**src/rtl/conv_mem_pkg.sv**
```systemverilog
// Shared types for the convolution sample-memory readers.
// State encoding and the RAM read latency these readers are built around.
package conv_mem_pkg;

    typedef enum logic [1:0] {
        IDLE  = 2'd0,
        ISSUE = 2'd1,
        DRAIN = 2'd2,
        DONE  = 2'd3
    } reader_state_t;

    localparam int READER_RAM_LATENCY = 1;

endpackage

```
**src/rtl/conv_reader_fifo.sv**
```systemverilog
// Small synchronous FIFO holding {last, data} beats between the RAM and the stream port.
// A push and a pop in the same cycle are legal even when full; the head is read combinationally.
module conv_reader_fifo
    import conv_mem_pkg::*;
#(
    parameter int WIDTH = 9,
    parameter int DEPTH = 2,
    parameter int CW    = $clog2(DEPTH + 1)
) (
    input  logic             clk,
    input  logic             rst,
    input  logic             push,
    input  logic [WIDTH-1:0] wdata,
    input  logic             pop,
    output logic [WIDTH-1:0] rdata,
    output logic [CW-1:0]    count,
    output logic             full,
    output logic             empty
);

    localparam int PW = $clog2(DEPTH);

    logic [WIDTH-1:0] r_mem [DEPTH];
    logic [PW-1:0]    r_wr_ptr;
    logic [PW-1:0]    r_rd_ptr;
    logic [CW-1:0]    r_count;
    logic             w_do_pop;

    function automatic logic [PW-1:0] next_ptr(input logic [PW-1:0] p);
        return (p == PW'(DEPTH - 1)) ? '0 : p + 1'b1;
    endfunction

    assign w_do_pop = pop && (r_count != '0);

    always_ff @(posedge clk or posedge rst) begin
        if (rst) begin
            for (int i = 0; i < DEPTH; i++) r_mem[i] <= '0;
            r_wr_ptr <= '0;
            r_rd_ptr <= '0;
            r_count  <= '0;
        end else begin
            if (push) begin
                r_mem[r_wr_ptr] <= wdata;
                r_wr_ptr        <= next_ptr(r_wr_ptr);
            end
            if (w_do_pop) r_rd_ptr <= next_ptr(r_rd_ptr);
            case ({push, w_do_pop})
                2'b10:   r_count <= r_count + 1'b1;
                2'b01:   r_count <= r_count - 1'b1;
                default: r_count <= r_count;
            endcase
        end
    end

    assign rdata = r_mem[r_rd_ptr];
    assign count = r_count;
    assign full  = (r_count == CW'(DEPTH));
    assign empty = (r_count == '0);

endmodule

```
**src/rtl/conv_mem_stream_reader.sv**
```systemverilog
// Burst reader for a 1-cycle-latency sample RAM, presenting words as a valid/ready stream with last.
// Build option CONV_READER_STRIDE_EN adds stride_i (address step latched on start); default step is 1.
module conv_mem_stream_reader
    import conv_mem_pkg::*;
#(
    parameter int DATA_WIDTH = 8,
    parameter int ADDR_WIDTH = 4,
    parameter int FIFO_DEPTH = 2
) (
    input  logic                  clk,
    input  logic                  rst,
    input  logic                  start_i,
    input  logic [ADDR_WIDTH-1:0] base_addr_i,
    input  logic [ADDR_WIDTH:0]   length_i,
`ifdef CONV_READER_STRIDE_EN
    input  logic [ADDR_WIDTH-1:0] stride_i,
`endif
    output logic [ADDR_WIDTH-1:0] ram_read_addr_o,
    input  logic [DATA_WIDTH-1:0] ram_read_data_i,
    output logic [DATA_WIDTH-1:0] data_o,
    output logic                  valid_o,
    input  logic                  ready_i,
    output logic                  last_o,
    output logic                  busy_o,
    output logic                  done_o,
    output reader_state_t         state_o
);

    localparam int CW = $clog2(FIFO_DEPTH + 1);

    if (FIFO_DEPTH < 2) begin : g_depth_check
        $error("conv_mem_stream_reader: FIFO_DEPTH must be >= 2");
    end

    reader_state_t         r_state;
    logic [ADDR_WIDTH-1:0] r_addr;
    logic [ADDR_WIDTH:0]   r_remaining;
    logic                  r_inflight;
    logic                  r_inflight_last;
    logic                  r_busy;
    logic                  r_done;
    logic [ADDR_WIDTH-1:0] w_step;
    logic [DATA_WIDTH:0]   w_head;
    logic [CW-1:0]         w_count;
    logic                  w_full;
    logic                  w_empty;
    logic                  w_pop;
    logic                  w_issue;

`ifdef CONV_READER_STRIDE_EN
    logic [ADDR_WIDTH-1:0] r_stride;
    assign w_step = r_stride;
`else
    assign w_step = ADDR_WIDTH'(1);
`endif

    assign w_pop = !w_empty && ready_i;

    // Count the slot an in-flight read will occupy and credit a beat leaving this cycle.
    always_comb begin
        w_issue = 1'b0;
        if (r_state == ISSUE && r_remaining != '0)
            w_issue = (int'(w_count) + int'(r_inflight)) < (FIFO_DEPTH + int'(w_pop));
    end

    always_ff @(posedge clk or posedge rst) begin
        if (rst) begin
            r_state         <= IDLE;
            r_addr          <= '0;
            r_remaining     <= '0;
            r_inflight      <= 1'b0;
            r_inflight_last <= 1'b0;
            r_busy          <= 1'b0;
            r_done          <= 1'b0;
`ifdef CONV_READER_STRIDE_EN
            r_stride        <= ADDR_WIDTH'(1);
`endif
        end else begin
            r_inflight      <= w_issue;
            r_inflight_last <= w_issue && (r_remaining == (ADDR_WIDTH+1)'(1));
            r_done          <= 1'b0;
            case (r_state)
                IDLE: begin
                    if (start_i) begin
                        r_addr      <= base_addr_i;
                        r_remaining <= length_i;
`ifdef CONV_READER_STRIDE_EN
                        r_stride    <= stride_i;
`endif
                        if (length_i == '0) begin
                            r_state <= DONE;
                            r_done  <= 1'b1;
                        end else begin
                            r_state <= ISSUE;
                            r_busy  <= 1'b1;
                        end
                    end
                end
                ISSUE: begin
                    if (w_issue) begin
                        r_addr      <= r_addr + w_step;
                        r_remaining <= r_remaining - 1'b1;
                        if (r_remaining == (ADDR_WIDTH+1)'(1)) r_state <= DRAIN;
                    end
                end
                DRAIN: begin
                    if (w_pop && w_head[DATA_WIDTH]) begin
                        r_state <= DONE;
                        r_busy  <= 1'b0;
                        r_done  <= 1'b1;
                    end
                end
                DONE:    r_state <= IDLE;
                default: r_state <= IDLE;
            endcase
        end
    end

    always @(posedge clk) begin
        if (!rst)
            assert (!(r_inflight && w_full && !w_pop))
            else $error("conv_mem_stream_reader: output FIFO overflow");
    end

    conv_reader_fifo #(
        .WIDTH(DATA_WIDTH + 1),
        .DEPTH(FIFO_DEPTH),
        .CW   (CW)
    ) u_fifo (
        .clk  (clk),
        .rst  (rst),
        .push (r_inflight),
        .wdata({r_inflight_last, ram_read_data_i}),
        .pop  (w_pop),
        .rdata(w_head),
        .count(w_count),
        .full (w_full),
        .empty(w_empty)
    );

    assign ram_read_addr_o = r_addr;
    assign valid_o         = !w_empty;
    assign data_o          = w_empty ? '0 : w_head[DATA_WIDTH-1:0];
    assign last_o          = !w_empty && w_head[DATA_WIDTH];
    assign busy_o          = r_busy;
    assign done_o          = r_done;
    assign state_o         = r_state;

endmodule

```
**config.mk**
```make
export PLATFORM = sky130hd
export DESIGN_NAME = conv_mem_stream_reader
export DESIGN_NICKNAME = d
export VERILOG_FILES = /design/src/rtl/conv_mem_pkg.sv /design/src/rtl/conv_reader_fifo.sv /design/src/rtl/conv_mem_stream_reader.sv
export SDC_FILE = /design/constraint.sdc
export NUM_CORES = 1
export LEC_CHECK = 0
export BUFFER_PORTS_ARGS = -buffer_cell sky130_fd_sc_hd__buf_2
export CORE_ASPECT_RATIO = 0.5
export CORE_MARGIN = 4
export CORE_UTILIZATION = 45
export CTS_BUF_LIST = sky130_fd_sc_hd__clkbuf_8 sky130_fd_sc_hd__clkbuf_16
export CTS_CLUSTER_SIZE = 20
export DETAILED_ROUTE_END_ITERATION = 8
export GPL_ROUTABILITY_DRIVEN = 0
export PLACE_DENSITY = 0.72
export SLEW_MARGIN = 20
export SYNTH_ARGS = -nofsm -noshare
export SYNTH_HDL_FRONTEND = slang
export SYNTH_SLANG_ARGS = --single-unit
```
**constraint.sdc**
```tcl
create_clock -name clk -period 2.95 [get_ports clk]
set_clock_uncertainty 0.15 [all_clocks]
set_input_delay 0.4425 -clock clk [delete_from_list [all_inputs] [get_ports clk]]
set_output_delay 0.4425 -clock clk [all_outputs]
set_load 0.03 [all_outputs]
```
==> flow_metrics.env <==
export IMPL_status="complete, no violations"
export IMPL_period_share_pct=77.3
export IMPL_num_nets_final=247
export IMPL_layout_min_cycle_time_ps=2280
export IMPL_fin_area_mm2=0.00232
export IMPL_layout_common_cells="buf_2 (38), dfrtp_1 (37), mux2_2 (19)"
export IMPL_synthesis_nets=203
export IMPL_routed_via_count=1449
export IMPL_place_ws_ps=779
export IMPL_pin_count=39
export IMPL_grt_pass1_vias=1473
export IMPL_via_per_inst=5.33
export IMPL_crit_fanout=10
export IMPL_fin_util_pct=57.6
export IMPL_cts_buffer_depth=2
export IMPL_dp_hpwl_mm=3.03
export IMPL_drive_gt1_share_pct=35.3
export IMPL_placementRows=16
export IMPL_dr_pass1_iters=4
export IMPL_setup_viol=0
export IMPL_hold_path_class="in -> async"
export IMPL_ctsResizeCount=0
export IMPL_netlist_area_mm2=0.00194
export IMPL_synthArstFlopShare_pct=100
export IMPL_root_buffer="clkbuf_8"
export IMPL_final_hold_viol_count=0
export IMPL_cts_buffers=5
export IMPL_postCtsSetupRepairBufs=0
export IMPL_worstSetupPathType="reg -> out"
export IMPL_syn_area_per_cell_um2=11.2
export IMPL_r2r_setup_slack_ps=760
export IMPL_path_clk_slew_ps=80
export IMPL_drtIter0Drc=28
export IMPL_powerDensity_mw_per_mm2=1250
export IMPL_n_antenna_cell=0
export IMPL_cts_tree="yes"
export IMPL_die_area_mm2=0.00550
export IMPL_wl_mm=3.99
export IMPL_r2r_start="u_fifo.count[0]$_DFFE_PP0P_"
export IMPL_drv_cap=0
export IMPL_antenna_found_initial=0
export IMPL_postPlaceCellArea_mm2=0.00220
export IMPL_grt_max_degree=20
export IMPL_final_common_cell="buf_2"
export IMPL_postCtsHoldBufs=0
export IMPL_syn_to_final_growth_pct=19.2
export IMPL_die_y_um=54.5
export IMPL_grt_first_pass_wirelength_mm=6.67
export IMPL_crit_arrival_ps=1690
export IMPL_clock_latency_ps=290
export IMPL_port_buffers=38
export IMPL_synthFlopType="dfrtp_1"
export IMPL_clock_sinks=37
export IMPL_ant_nets=0
export IMPL_gr_total_overflow=0
export IMPL_drv_slew=0
export IMPL_syn_inst=173
export IMPL_ys_warn_count=0
export IMPL_max_freq_ghz=0.439
export IMPL_synth_edff_count=0
export IMPL_cp_end_kind="primary output"
export IMPL_ys_types=38
export IMPL_worst_slew_pin_slew_ps=743
export IMPL_p_leak_nw=1.12
export IMPL_rsz0062_at_grt="no"
export IMPL_die_x_um=101
export IMPL_start_kind="register"
export IMPL_ir_drop_mv=0.625
export IMPL_core_area_mm2=0.00402
export IMPL_reg2reg_depth=6
export IMPL_hold_worst_slack_ps=105
export IMPL_setup_slack_ps=670
export IMPL_rr_endpoint="ram_read_addr_o[1]$_DFFE_PP0P_"
export IMPL_required_ps=2360
export IMPL_wire_per_inst_um=14.7
export IMPL_tns_ps=0
export IMPL_start_util_pct=48.3
export IMPL_cts_htree_levels=2
export IMPL_seq_area_frac_synth_pct=47.6
export IMPL_synth_seq_cells=37
export IMPL_grt_total_usage_pct=16.0
export IMPL_relSlewSlack_pct=50.3
export IMPL_drc_errors=0
==> power breakdown <==
part	switching, W	internal [W]
clock	0.000192	0.000253
combinational	0.000866	0.000639
sequential	0.000211	0.000743
==> cell usage after synthesis, types with 2 or more instances <==
master	instances	area share (%)
xnor2_1	3	1.4
nand2_1	3	0.58
clkbuf_1	2	0.39
mux2_2	19	11
nand3_1	5	1.3
mux2i_1	16	8.2
nor3_2	2	1.0
nor2b_1	2	0.64
o21ai_0	4	1.0
dfrtp_1	37	48
a211o_1	2	0.90
nor3_1	2	0.51
inv_1	13	2.5
ha_1	9	5.8
nor4_1	2	0.64
a21oi_1	10	2.6
nand2b_1	2	0.64
buf_2	2	0.51
nor2_1	18	3.5
xor2_1	2	0.90
==> per-layer routing <==
| metal | part of all wire [%] | up-vias | global-route usage, % |
|---|---|---|---|
| li1 | - | 694 | - |
| met1 | 45 | 716 | 19.2 |
| met2 | 48 | 35 | 27.6 |
| met3 | 6.1 | 4 | 4.83 |
| met4 | 1.1 | 0 | 6.40 |
| met5 | 0 | - | 0 |
==> cell families after synthesis <==
logic type,Yosys count,synth area share [%]
and+or+nand+nor,40,10.5
DFF,37,47.6
muxes,36,20.0
AOI/OAI and AO/OA,28,9.85
buffers and inverters,18,3.99
adders and majority gates,9,5.79
xor gates and xnor gates,5,2.25
==> worst max-delay path: stages (launching register included) <==
cell and delay, ps:
dfrtp_1 450, nor2_1 600, nor2_1 130, buf_2 210
==> layout make-up <==
class                      count  area, um2
inverter                      13       48.8
fill                         336       1710
multi-input combinational    118        941
tap                           54       67.6
timing repair buffer          42        220
clock buffer                   5       68.8
sequential                    37        926
clock inverter                 3       46.3
==> flip-flops by register name, indices dropped and copies added, names as in the netlist <==
name,count
u_fifo.count,2
u_fifo.r_mem,18
state_o,2
r_remaining,5
u_fifo.r_rd_ptr,1
done_o,1
r_inflight_last,1
busy_o,1
r_inflight,1
ram_read_addr_o,4
u_fifo.r_wr_ptr,1
==> worst max-delay path by stage <==
stage / startpoint / endpoint / cells past startpoint
after floorplan: state_o[1]$_DFFE_PP0P_ / ram_read_addr_o[1]$_DFFE_PP0P_ / 8
after global placement: u_fifo.count[0]$_DFFE_PP0P_ / ram_read_addr_o[1]$_DFFE_PP0P_ / 6
after detailed placement: u_fifo.count[0]$_DFFE_PP0P_ / ram_read_addr_o[1]$_DFFE_PP0P_ / 6
after CTS: u_fifo.count[0]$_DFFE_PP0P_ / data_o[4] / 3
after global routing: u_fifo.count[0]$_DFFE_PP0P_ / data_o[4] / 3
final: u_fifo.count[0]$_DFFE_PP0P_ / data_o[4] / 3
==> per-stage QoR <==
stage,total power (W),std cells
6_report,0.00290,272
5_1_grt,0.00313,272
4_1_cts,0.00293,272
3_5_place_dp,0.00248,264
3_3_place_gp,0.00242,264
2_1_floorplan,0.00211,173
(Power assumes the default switching activity.)
